===== src/rtl/mem_port_arb_if.sv =====
// ---------------------------------------------------------------------------
// mem_port_arb_if
// Bundles the three handshake channels seen by mem_port_arb:
//   I port  : ireq* (request in), irsp* (response out)
//   D port  : dreq* (request in, with write fields), drsp* (response out)
//   M port  : mreq* (shared request out), mrsp* (shared response in)
// Modports:
//   slave  - the arbiter itself (consumes I/D requests, drives the M port)
//   master - the surrounding system (drives I/D requests, serves the M port)
// ---------------------------------------------------------------------------
interface mem_port_arb_if;
    logic        ireqvalid_i;
    logic        ireqready_o;
    logic [1:0]  ireqhpl_i;
    logic [31:0] ireqaddr_i;
    logic        irspvalid_o;
    logic        irspready_i;
    logic        irsprerr_o;
    logic [31:0] irspdata_o;

    logic        dreqvalid_i;
    logic        dreqready_o;
    logic [1:0]  dreqhpl_i;
    logic [31:0] dreqaddr_i;
    logic        dreqwen_i;
    logic [3:0]  dreqbe_i;
    logic [31:0] dreqdata_i;
    logic        drspvalid_o;
    logic        drspready_i;
    logic        drsprerr_o;
    logic        drspwerr_o;
    logic [31:0] drspdata_o;

    logic        mreqvalid_o;
    logic        mreqready_i;
    logic [1:0]  mreqhpl_o;
    logic [31:0] mreqaddr_o;
    logic        mreqwen_o;
    logic [3:0]  mreqbe_o;
    logic [31:0] mreqdata_o;
    logic        mrspvalid_i;
    logic        mrspready_o;
    logic        mrsprerr_i;
    logic        mrspwerr_i;
    logic [31:0] mrspdata_i;

    logic        spurious_o;

    modport slave (
        input  ireqvalid_i, ireqhpl_i, ireqaddr_i, irspready_i,
        output ireqready_o, irspvalid_o, irsprerr_o, irspdata_o,
        input  dreqvalid_i, dreqhpl_i, dreqaddr_i, dreqwen_i, dreqbe_i,
               dreqdata_i, drspready_i,
        output dreqready_o, drspvalid_o, drsprerr_o, drspwerr_o, drspdata_o,
        output mreqvalid_o, mreqhpl_o, mreqaddr_o, mreqwen_o, mreqbe_o,
               mreqdata_o, mrspready_o,
        input  mreqready_i, mrspvalid_i, mrsprerr_i, mrspwerr_i, mrspdata_i,
        output spurious_o
    );

    modport master (
        output ireqvalid_i, ireqhpl_i, ireqaddr_i, irspready_i,
        input  ireqready_o, irspvalid_o, irsprerr_o, irspdata_o,
        output dreqvalid_i, dreqhpl_i, dreqaddr_i, dreqwen_i, dreqbe_i,
               dreqdata_i, drspready_i,
        input  dreqready_o, drspvalid_o, drsprerr_o, drspwerr_o, drspdata_o,
        input  mreqvalid_o, mreqhpl_o, mreqaddr_o, mreqwen_o, mreqbe_o,
               mreqdata_o, mrspready_o,
        output mreqready_i, mrspvalid_i, mrsprerr_i, mrspwerr_i, mrspdata_i,
        input  spurious_o
    );
endinterface


===== src/rtl/mem_port_arb.sv =====
// ---------------------------------------------------------------------------
// mem_port_arb
// Merges an instruction (I) and a data (D) request channel onto one shared
// memory (M) port with zero added latency, and steers in-order M responses
// back to the requester recorded in a small ordering FIFO.
//
// Ports:
//   clk_i     - clock
//   reset_i   - asynchronous, active-high reset (abandons outstanding work)
//   clk_en_i  - state-update enable; combinational paths stay live when low
//   bus       - mem_port_arb_if.slave: I/D request+response, M request+response,
//               spurious_o pulse for a response with nothing outstanding
//
// Parameter:
//   C_OTX     - log2 of the number of outstanding transactions (>= 1)
//
// Build option:
//   MEM_PORT_ARB_RR_EN - when defined, contested grants alternate round-robin;
//                        otherwise D has fixed priority over I.
// ---------------------------------------------------------------------------
module mem_port_arb #(
    parameter int C_OTX = 2
) (
    input  logic           clk_i,
    input  logic           reset_i,
    input  logic           clk_en_i,
    mem_port_arb_if.slave  bus
);
    localparam int DEPTH = 1 << C_OTX;

    // Ordering FIFO: one bit per outstanding transaction (0 = I, 1 = D).
    // Pointers carry one extra wrap bit to separate full from empty.
    logic [C_OTX:0] wptr;
    logic [C_OTX:0] rptr;
    logic           fifo_mem [DEPTH];

    logic locked;     // a presented request was not yet accepted
    logic lock_d;     // owner of the lock (1 = D)
    logic spurious;

`ifdef MEM_PORT_ARB_RR_EN
    logic last_d;     // source of the most recent acceptance (1 = D)
`endif

    logic full;
    logic empty;
    logic gnt_d;
    logic req_open;
    logic req_valid;
    logic accept;
    logic head_d;
    logic rsp_ready;
    logic pop;

    assign empty = (wptr == rptr);
    assign full  = (wptr[C_OTX] != rptr[C_OTX]) &&
                   (wptr[C_OTX-1:0] == rptr[C_OTX-1:0]);

    // Grant selection; a locked owner keeps the port until its acceptance.
    always_comb begin
        gnt_d = bus.dreqvalid_i;
        if (locked) begin
            gnt_d = lock_d;
        end else if (bus.ireqvalid_i && bus.dreqvalid_i) begin
`ifdef MEM_PORT_ARB_RR_EN
            gnt_d = ~last_d;
`else
            gnt_d = 1'b1;
`endif
        end
    end

    // Full is taken from registered pointers only, so a response popping in
    // the same cycle never opens the request side (no rsp->req comb path).
    assign req_open  = !reset_i && !full;
    assign req_valid = req_open && (gnt_d ? bus.dreqvalid_i : bus.ireqvalid_i);
    assign accept    = req_valid && bus.mreqready_i && clk_en_i;

    assign bus.mreqvalid_o = req_valid;
    assign bus.ireqready_o = req_open && !gnt_d && bus.mreqready_i;
    assign bus.dreqready_o = req_open &&  gnt_d && bus.mreqready_i;

    assign bus.mreqhpl_o  = gnt_d ? bus.dreqhpl_i  : bus.ireqhpl_i;
    assign bus.mreqaddr_o = gnt_d ? bus.dreqaddr_i : bus.ireqaddr_i;
    assign bus.mreqwen_o  = gnt_d ? bus.dreqwen_i  : 1'b0;
    assign bus.mreqbe_o   = gnt_d ? bus.dreqbe_i   : 4'hF;
    assign bus.mreqdata_o = gnt_d ? bus.dreqdata_i : 32'h0;

    // Response steering by FIFO head; with nothing outstanding the response
    // is swallowed (ready forced high) and flagged as spurious.
    assign head_d    = fifo_mem[rptr[C_OTX-1:0]];
    assign rsp_ready = empty ? 1'b1 : (head_d ? bus.drspready_i : bus.irspready_i);
    assign pop       = bus.mrspvalid_i && !empty && rsp_ready && clk_en_i;

    assign bus.mrspready_o = rsp_ready;
    assign bus.irspvalid_o = bus.mrspvalid_i && !empty && !head_d;
    assign bus.drspvalid_o = bus.mrspvalid_i && !empty &&  head_d;
    assign bus.irsprerr_o  = bus.mrsprerr_i;
    assign bus.irspdata_o  = bus.mrspdata_i;
    assign bus.drsprerr_o  = bus.mrsprerr_i;
    assign bus.drspwerr_o  = bus.mrspwerr_i;
    assign bus.drspdata_o  = bus.mrspdata_i;
    assign bus.spurious_o  = spurious;

    always_ff @(posedge clk_i or posedge reset_i) begin
        if (reset_i) begin
            wptr     <= '0;
            rptr     <= '0;
            locked   <= 1'b0;
            lock_d   <= 1'b0;
            spurious <= 1'b0;
`ifdef MEM_PORT_ARB_RR_EN
            last_d   <= 1'b0;
`endif
        end else if (clk_en_i) begin
            if (accept) begin
                wptr <= wptr + 1'b1;
            end
            if (pop) begin
                rptr <= rptr + 1'b1;
            end
            locked   <= req_valid && !bus.mreqready_i;
            lock_d   <= gnt_d;
            spurious <= bus.mrspvalid_i && empty;
`ifdef MEM_PORT_ARB_RR_EN
            if (accept) begin
                last_d <= gnt_d;
            end
`endif
        end
    end

    // FIFO storage holds data only; validity is defined by the pointers.
    always_ff @(posedge clk_i) begin
        if (accept) begin
            fifo_mem[wptr[C_OTX-1:0]] <= gnt_d;
        end
    end
endmodule

===== src/flat_wrapper.sv =====
// flat-port wrapper written by rule: the top's interface ports become plain ports
module mem_port_arb_flat 
#(
    parameter int C_OTX = 2
)
  (clk_i, reset_i, clk_en_i, bus_ireqvalid_i, bus_ireqhpl_i, bus_ireqaddr_i, bus_irspready_i, bus_ireqready_o, bus_irspvalid_o, bus_irsprerr_o, bus_irspdata_o, bus_dreqvalid_i, bus_dreqhpl_i, bus_dreqaddr_i, bus_dreqwen_i, bus_dreqbe_i, bus_dreqdata_i, bus_drspready_i, bus_dreqready_o, bus_drspvalid_o, bus_drsprerr_o, bus_drspwerr_o, bus_drspdata_o, bus_mreqvalid_o, bus_mreqhpl_o, bus_mreqaddr_o, bus_mreqwen_o, bus_mreqbe_o, bus_mreqdata_o, bus_mrspready_o, bus_mreqready_i, bus_mrspvalid_i, bus_mrsprerr_i, bus_mrspwerr_i, bus_mrspdata_i, bus_spurious_o);
  mem_port_arb_if bus_i ();
  input  logic clk_i;
  input  logic reset_i;
  input  logic clk_en_i;
  input wire logic [$bits(bus_i.ireqvalid_i)-1:0] bus_ireqvalid_i;
  input wire logic [$bits(bus_i.ireqhpl_i)-1:0] bus_ireqhpl_i;
  input wire logic [$bits(bus_i.ireqaddr_i)-1:0] bus_ireqaddr_i;
  input wire logic [$bits(bus_i.irspready_i)-1:0] bus_irspready_i;
  output wire logic [$bits(bus_i.ireqready_o)-1:0] bus_ireqready_o;
  output wire logic [$bits(bus_i.irspvalid_o)-1:0] bus_irspvalid_o;
  output wire logic [$bits(bus_i.irsprerr_o)-1:0] bus_irsprerr_o;
  output wire logic [$bits(bus_i.irspdata_o)-1:0] bus_irspdata_o;
  input wire logic [$bits(bus_i.dreqvalid_i)-1:0] bus_dreqvalid_i;
  input wire logic [$bits(bus_i.dreqhpl_i)-1:0] bus_dreqhpl_i;
  input wire logic [$bits(bus_i.dreqaddr_i)-1:0] bus_dreqaddr_i;
  input wire logic [$bits(bus_i.dreqwen_i)-1:0] bus_dreqwen_i;
  input wire logic [$bits(bus_i.dreqbe_i)-1:0] bus_dreqbe_i;
  input wire logic [$bits(bus_i.dreqdata_i)-1:0] bus_dreqdata_i;
  input wire logic [$bits(bus_i.drspready_i)-1:0] bus_drspready_i;
  output wire logic [$bits(bus_i.dreqready_o)-1:0] bus_dreqready_o;
  output wire logic [$bits(bus_i.drspvalid_o)-1:0] bus_drspvalid_o;
  output wire logic [$bits(bus_i.drsprerr_o)-1:0] bus_drsprerr_o;
  output wire logic [$bits(bus_i.drspwerr_o)-1:0] bus_drspwerr_o;
  output wire logic [$bits(bus_i.drspdata_o)-1:0] bus_drspdata_o;
  output wire logic [$bits(bus_i.mreqvalid_o)-1:0] bus_mreqvalid_o;
  output wire logic [$bits(bus_i.mreqhpl_o)-1:0] bus_mreqhpl_o;
  output wire logic [$bits(bus_i.mreqaddr_o)-1:0] bus_mreqaddr_o;
  output wire logic [$bits(bus_i.mreqwen_o)-1:0] bus_mreqwen_o;
  output wire logic [$bits(bus_i.mreqbe_o)-1:0] bus_mreqbe_o;
  output wire logic [$bits(bus_i.mreqdata_o)-1:0] bus_mreqdata_o;
  output wire logic [$bits(bus_i.mrspready_o)-1:0] bus_mrspready_o;
  input wire logic [$bits(bus_i.mreqready_i)-1:0] bus_mreqready_i;
  input wire logic [$bits(bus_i.mrspvalid_i)-1:0] bus_mrspvalid_i;
  input wire logic [$bits(bus_i.mrsprerr_i)-1:0] bus_mrsprerr_i;
  input wire logic [$bits(bus_i.mrspwerr_i)-1:0] bus_mrspwerr_i;
  input wire logic [$bits(bus_i.mrspdata_i)-1:0] bus_mrspdata_i;
  output wire logic [$bits(bus_i.spurious_o)-1:0] bus_spurious_o;
  assign bus_i.ireqvalid_i = bus_ireqvalid_i;
  assign bus_i.ireqhpl_i = bus_ireqhpl_i;
  assign bus_i.ireqaddr_i = bus_ireqaddr_i;
  assign bus_i.irspready_i = bus_irspready_i;
  assign bus_ireqready_o = bus_i.ireqready_o;
  assign bus_irspvalid_o = bus_i.irspvalid_o;
  assign bus_irsprerr_o = bus_i.irsprerr_o;
  assign bus_irspdata_o = bus_i.irspdata_o;
  assign bus_i.dreqvalid_i = bus_dreqvalid_i;
  assign bus_i.dreqhpl_i = bus_dreqhpl_i;
  assign bus_i.dreqaddr_i = bus_dreqaddr_i;
  assign bus_i.dreqwen_i = bus_dreqwen_i;
  assign bus_i.dreqbe_i = bus_dreqbe_i;
  assign bus_i.dreqdata_i = bus_dreqdata_i;
  assign bus_i.drspready_i = bus_drspready_i;
  assign bus_dreqready_o = bus_i.dreqready_o;
  assign bus_drspvalid_o = bus_i.drspvalid_o;
  assign bus_drsprerr_o = bus_i.drsprerr_o;
  assign bus_drspwerr_o = bus_i.drspwerr_o;
  assign bus_drspdata_o = bus_i.drspdata_o;
  assign bus_mreqvalid_o = bus_i.mreqvalid_o;
  assign bus_mreqhpl_o = bus_i.mreqhpl_o;
  assign bus_mreqaddr_o = bus_i.mreqaddr_o;
  assign bus_mreqwen_o = bus_i.mreqwen_o;
  assign bus_mreqbe_o = bus_i.mreqbe_o;
  assign bus_mreqdata_o = bus_i.mreqdata_o;
  assign bus_mrspready_o = bus_i.mrspready_o;
  assign bus_i.mreqready_i = bus_mreqready_i;
  assign bus_i.mrspvalid_i = bus_mrspvalid_i;
  assign bus_i.mrsprerr_i = bus_mrsprerr_i;
  assign bus_i.mrspwerr_i = bus_mrspwerr_i;
  assign bus_i.mrspdata_i = bus_mrspdata_i;
  assign bus_spurious_o = bus_i.spurious_o;
  mem_port_arb #(.C_OTX(C_OTX)) u_core (.clk_i(clk_i), .reset_i(reset_i), .clk_en_i(clk_en_i), .bus(bus_i));
endmodule

===== config.mk =====
export PLATFORM = sky130hd
export DESIGN_NAME = mem_port_arb_flat
export DESIGN_NICKNAME = d
export VERILOG_FILES = /design/src/rtl/mem_port_arb_if.sv /design/src/rtl/mem_port_arb.sv /design/src/flat_wrapper.sv
export SDC_FILE = /design/constraint.sdc
export NUM_CORES = 1
export LEC_CHECK = 0
export BUFFER_PORTS_ARGS = -buffer_cell sky130_fd_sc_hd__buf_2
export CORE_AREA = 2 2 114 116
export DETAILED_ROUTE_END_ITERATION = 6
export DIE_AREA = 0 0 116 118
export SLEW_MARGIN = 20
export SYNTH_ARGS = -nofsm -noshare
export SYNTH_HDL_FRONTEND = slang
export SYNTH_SLANG_ARGS = --single-unit

===== constraint.sdc =====
create_clock -name clk_i -period 2.62 [get_ports clk_i]
set_input_delay 0.655 -clock clk_i [delete_from_list [all_inputs] [get_ports clk_i]]
set_output_delay 0.655 -clock clk_i [all_outputs]
set_load 0.05 [all_outputs]

Yosys cells after proc, flatten, opt, wreduce, memory -nomap -nowiden
Memories as Yosys holds them, arrays and structs flattened.
Cells that the tools add are included.
{ "word_totals": {"ff_bits": 9, "ram_bits": 4, "memories": 1} }
{ "mem_list": {"columns": ["name", "depth", "word_bits", "rd", "rd_clocked_by_memory_dff", "write_ports", "line", "rtl"], "rows": [
  ["u_core.fifo_mem", 4, 1, 1, 0, 1, "mem_port_arb.sv:35", "logic fifo_mem [DEPTH];"]
]} }
{ "classes": {"add_sub_neg": 2, "eq_ne": 3, "n_mux": 12, "reduce_logical": 25} }
{ "op_table": {"columns": ["operator", "count"], "rows": [
  ["$mux 32", 2],
  ["$logic_and 1x1->1", 17],
  ["$mux 1", 8],
  ["$add 3x1->3 const B", 2],
  ["$logic_not 1->1", 6],
  ["$mux 4", 1],
  ["$reduce_and 2->1", 2],
  ["$eq 3x3->1", 1],
  ["$eq 2x2->1", 1],
  ["$mux 2", 1],
  ["$ne 1x1->1", 1]
]} }

Logic depth before layout (Yosys ltp)
{ "logic_depth": {"ltp_word": 9, "mapped_depth": 4} }

Worst setup path after synthesis
No wires, ideal clock.
{ "synth_path": {"path_type": "in2out", "start": "in bus_dreqvalid_i", "end": "out bus_mreqaddr_o[0]", "arrival_time_ns": 1.899, "path_slack_ns": 0.066, "path_stages": 4, "path_cell_list": "mux2i_1 -> buf_1 -> buf_2 -> mux2_1"} }
{ "synth_via": {"elab_chain_len": 4} }
{ "synth_lines": {"columns": ["element", "line", "rtl"], "rows": [
  ["start: declaration", "flat_wrapper.sv:19", "input wire logic [$bits(bus_i.dreqvalid_i)-1:0] bus_dreqvalid_i;"],
  ["$logic_and 1x1->1", "mem_port_arb.sv:64", "end else if (bus.ireqvalid_i && bus.dreqvalid_i) begin"],
  ["$mux 1 *", "mem_port_arb.sv:64", null],
  ["$mux 1 *", "mem_port_arb.sv:62", "if (locked) begin"],
  ["$mux 32 *", "mem_port_arb.sv:84", "assign bus.mreqaddr_o = gnt_d ? bus.dreqaddr_i : bus.ireqaddr_i;"],
  ["end: declaration", "flat_wrapper.sv:33", "output wire logic [$bits(bus_i.mreqaddr_o)-1:0] bus_mreqaddr_o;"]
]} }
Every way passes the cells marked *; elsewhere a longest branch is shown, timed or not.

Final worst setup path
{ "layout_path": {"start": "reg u_core.rptr[0]", "end": "out bus_mrspready_o"} }
{ "layout_via": {"elab_chain_len": 3} }
{ "layout_lines": {"columns": ["element", "line", "rtl"], "rows": [
  ["start: declaration", "mem_port_arb.sv:34", "logic [C_OTX:0] rptr;"],
  ["start signal: assignment", "mem_port_arb.sv:120", "rptr <= rptr + 1'b1;"],
  ["$mem_v2 4x1", null, null],
  ["$mux 1", "mem_port_arb.sv:92", "assign rsp_ready = empty ? 1'b1 : (head_d ? bus.drspready_i : bus.irspready_i);"],
  ["$mux 1 *", "mem_port_arb.sv:92", null],
  ["end: declaration", "flat_wrapper.sv:37", "output wire logic [$bits(bus_i.mrspready_o)-1:0] bus_mrspready_o;"]
]} }
Marks and branches as above.

==> out/results.tsv <==
metric	value	unit
outcome	complete, no violations	
Root Buffer	clkbuf_16	
crit path launch	u_core.rptr[0]	
# H-tree levels	1	
PD cells	747	nW/um^2
final core utilization	21.5	%
post-synthesis cell area	1900	um^2
sequential fraction of the synthesis area	18.2	%
cell taking the most area after synthesis	buf_4	
gr usage total	8.86	%
# resized after CTS	1	
number of clock sinks	13	
number of global-route vias before repair	1818	
gpl congestion	0.789	
Area contributors post-synth	buf_4, mux2_1, dfrtp_1, nor2b_1, edfxtp_1	
Via-to-Cell Ratio	3.62	
Most used DFF post-synth	dfrtp_1	
Hold Crit Class	input port to async pin	
worst path cell trace	mux4_2, mux2_4, nand2b_1, buf_2	
number of enable flip-flop cells after synthesis	4	
CP Class	flop to output port	
layout cells sized above 1	61.4	%
row cnt	41	
Via Count	1829	
Slew Limit Fails	0	
clock skew	0.00202	ns
# setup viols final	0	
Routed Wire Length	6.80	mm
Max Clock Freq	390	MHz
Die Area	13700	um^2
RR Startpoint	u_core.rptr[0]	
I/O Pins	293	
Clk Latency, worst-skew pair	0.24	ns
initial antenna violation count	1	
Post-synth ARST share	69.2	%
Worst-path clk slew	0.04	ns
Worst slew margin	71.1	%
CP Capture Type	output port	
Hold Vio Cnt, Final	0	
Final min period	2.56	ns
Netlist cell types	30	
Worst path max stage delay	0.56	ns
CP startpoint kind	flop	
Synth Register Bits	13	
syn_area_per_cell	9.01	um^2
DR WL/cell	13.5	um
Post-Syn Instances	211	
syn_nets	364	
Pleak	1.41	nW
clk buf depth	2	
most instantiated library cell after synthesis	buf_4	
RSZ-0062 raised after global routing	no	
final routed DRC violation total	0	
Setup Fix Bufs, Post-CTS	0	
post-layout instance count excluding filler cells	505	
YS warnings	0	
Num CTS Buffers	3	
number of DRC markers in iteration 0	35	
core area	12400	um^2
Layout Nets	486	
Starting Density	15.3	%
largest net degree at the start of global routing	49	
CTS tree	done	
Post-synth top cells	buf_4, mux2_1, nor2b_1	
router iterations before antenna repair	4	
first-pass GRT wire length	9.45	mm
max cap viols	0	
Least-Margin Pin Slew	0.432	ns
DRT antenna net count	0	
fin crit share	97.9	%
Die Height	118	um
Placed Instances	500	
hold buffer count at cts	0	
Die X	116	um
Synth top area share	26.4	%
Worst Path Required	1.97	ns
peak supply drop	0.365	mV
Fin Setup TNS	0	ns
Max FO, Critical Path	4	
Area Overhead vs Synth	40.3	%
CP max-delay cell	mux4_2	
data arrival time of the worst path	1.91	ns
Port-buffer cells	191	
total grt overflow	0	
worst reg2reg setup slack	0.78	ns
dpl hpwl	6.05	mm
[final cells by class]
class | count | area, um^2
diodes | 1 | 2.50
clock buffers | 4 | 78.8
well taps | 172 | 215
repair buffers | 193 | 996
fillers | 1427 | 9750
flip-flops and latches | 13 | 347
inverters | 7 | 26.3
multi-input cells | 115 | 1000
[metrics by stage]
stage	instance area (um^2)	hold WS, ns	setup WS [ns]	power (mW)
after floorplan	1900	0.465	0.0663	1.65
after CTS	2670	0.409	0.0431	2.02
after detailed placement	2580	0.483	0.0876	1.72
after global routing	2670	0.430	0.00544	2.11
after global placement	2580	0.481	0.102	1.71
final	2670	0.400	0.0563	1.99
[layout by cell type (no fill, tap or decap)]
cell | netlist | final
buf_2 | 3 | 191
nor2b_1 | 34 | 34
a31oi_1 | 1 | 1
mux2i_4 | 0 | 1
inv_2 | 1 | 1
mux2_4 | 2 | 2
a31o_1 | 1 | 1
ha_1 | 5 | 5
o22ai_1 | 1 | 1
nand3_1 | 2 | 2
dfrtp_2 | 0 | 1
nand2_1 | 2 | 2
xnor2_1 | 6 | 6
nor2_1 | 3 | 3
or2_1 | 4 | 4
inv_1 | 6 | 6
and2_1 | 2 | 2
nand3b_2 | 1 | 1
mux2i_1 | 2 | 1
edfxtp_1 | 4 | 4
mux4_2 | 1 | 1
clkbuf_16 | 0 | 3
and3_1 | 7 | 7
dfrtp_1 | 9 | 8
clkbuf_1 | 5 | 1
nand2b_1 | 1 | 1
a21oi_1 | 2 | 2
nand4_4 | 1 | 1
mux2_1 | 35 | 35
diode_2 | 0 | 1
buf_12 | 0 | 2
xor2_1 | 1 | 1
nand4_1 | 1 | 1
[logic make-up (layout without fill, tap and decap cells)]
family / after synthesis / count (layout) / share of synthesized area [%]
flops: 13 / 13 / 18.2
fa+ha+maj: 5 / 5 / 3.29
mux: 40 / 40 / 24.5
xor+xnor: 7 / 7 / 3.22
other cells: 0 / 1 / 0
buf+inv: 83 / 204 / 29.8
compound gates: 5 / 5 / 1.65
simple gates: 58 / 58 / 19.3
[worst max-delay path: cells and delay by family, from the launching register on]
| kind | cells | cell delay, ns |
|---|---|---|
| buf+inv | 1 | 0.21 |
| flops | 1 | 0.41 |
| mux | 2 | 0.91 |
| simple gates | 1 | 0.14 |
[flip-flops by register name (all words and copies together) (netlist names)]
register,count
u_core.rptr,3
u_core.wptr,3
u_core.bus.spurious_o,1
u_core.locked,1
u_core.lock_d,1
u_core.fifo_mem,4
[routing by layer]
metal	part of all wire [%]	global-route usage, %
met5	0	0
met1	40	10.6
met3	15	3.45
met2	45	14.9
met4	0.69	1.86
[final timing paths]
| kind | depth (start not counted) | to |
|---|---|---|
| min reg2reg | 1 | u_core.wptr[2] |
| max in group asynchronous | 2 | u_core.rptr[0] |
| min | 2 | u_core.wptr[1] |
| min in group clk_i | 1 | u_core.wptr[2] |
| max reg2reg | 4 | u_core.rptr[1] |
| max | 4 | bus_mrspready_o |
[power by group]
group | switching, mW | leakage, nW | internal (mW)
Sequential | 0.0767 | 0.145 | 0.276
Clock | 0.0800 | 0.0382 | 0.205
Combinational | 0.931 | 1.23 | 0.424
Total | 1.09 | 1.41 | 0.905
No activity file was read; power rests on OpenSTA's default activity.
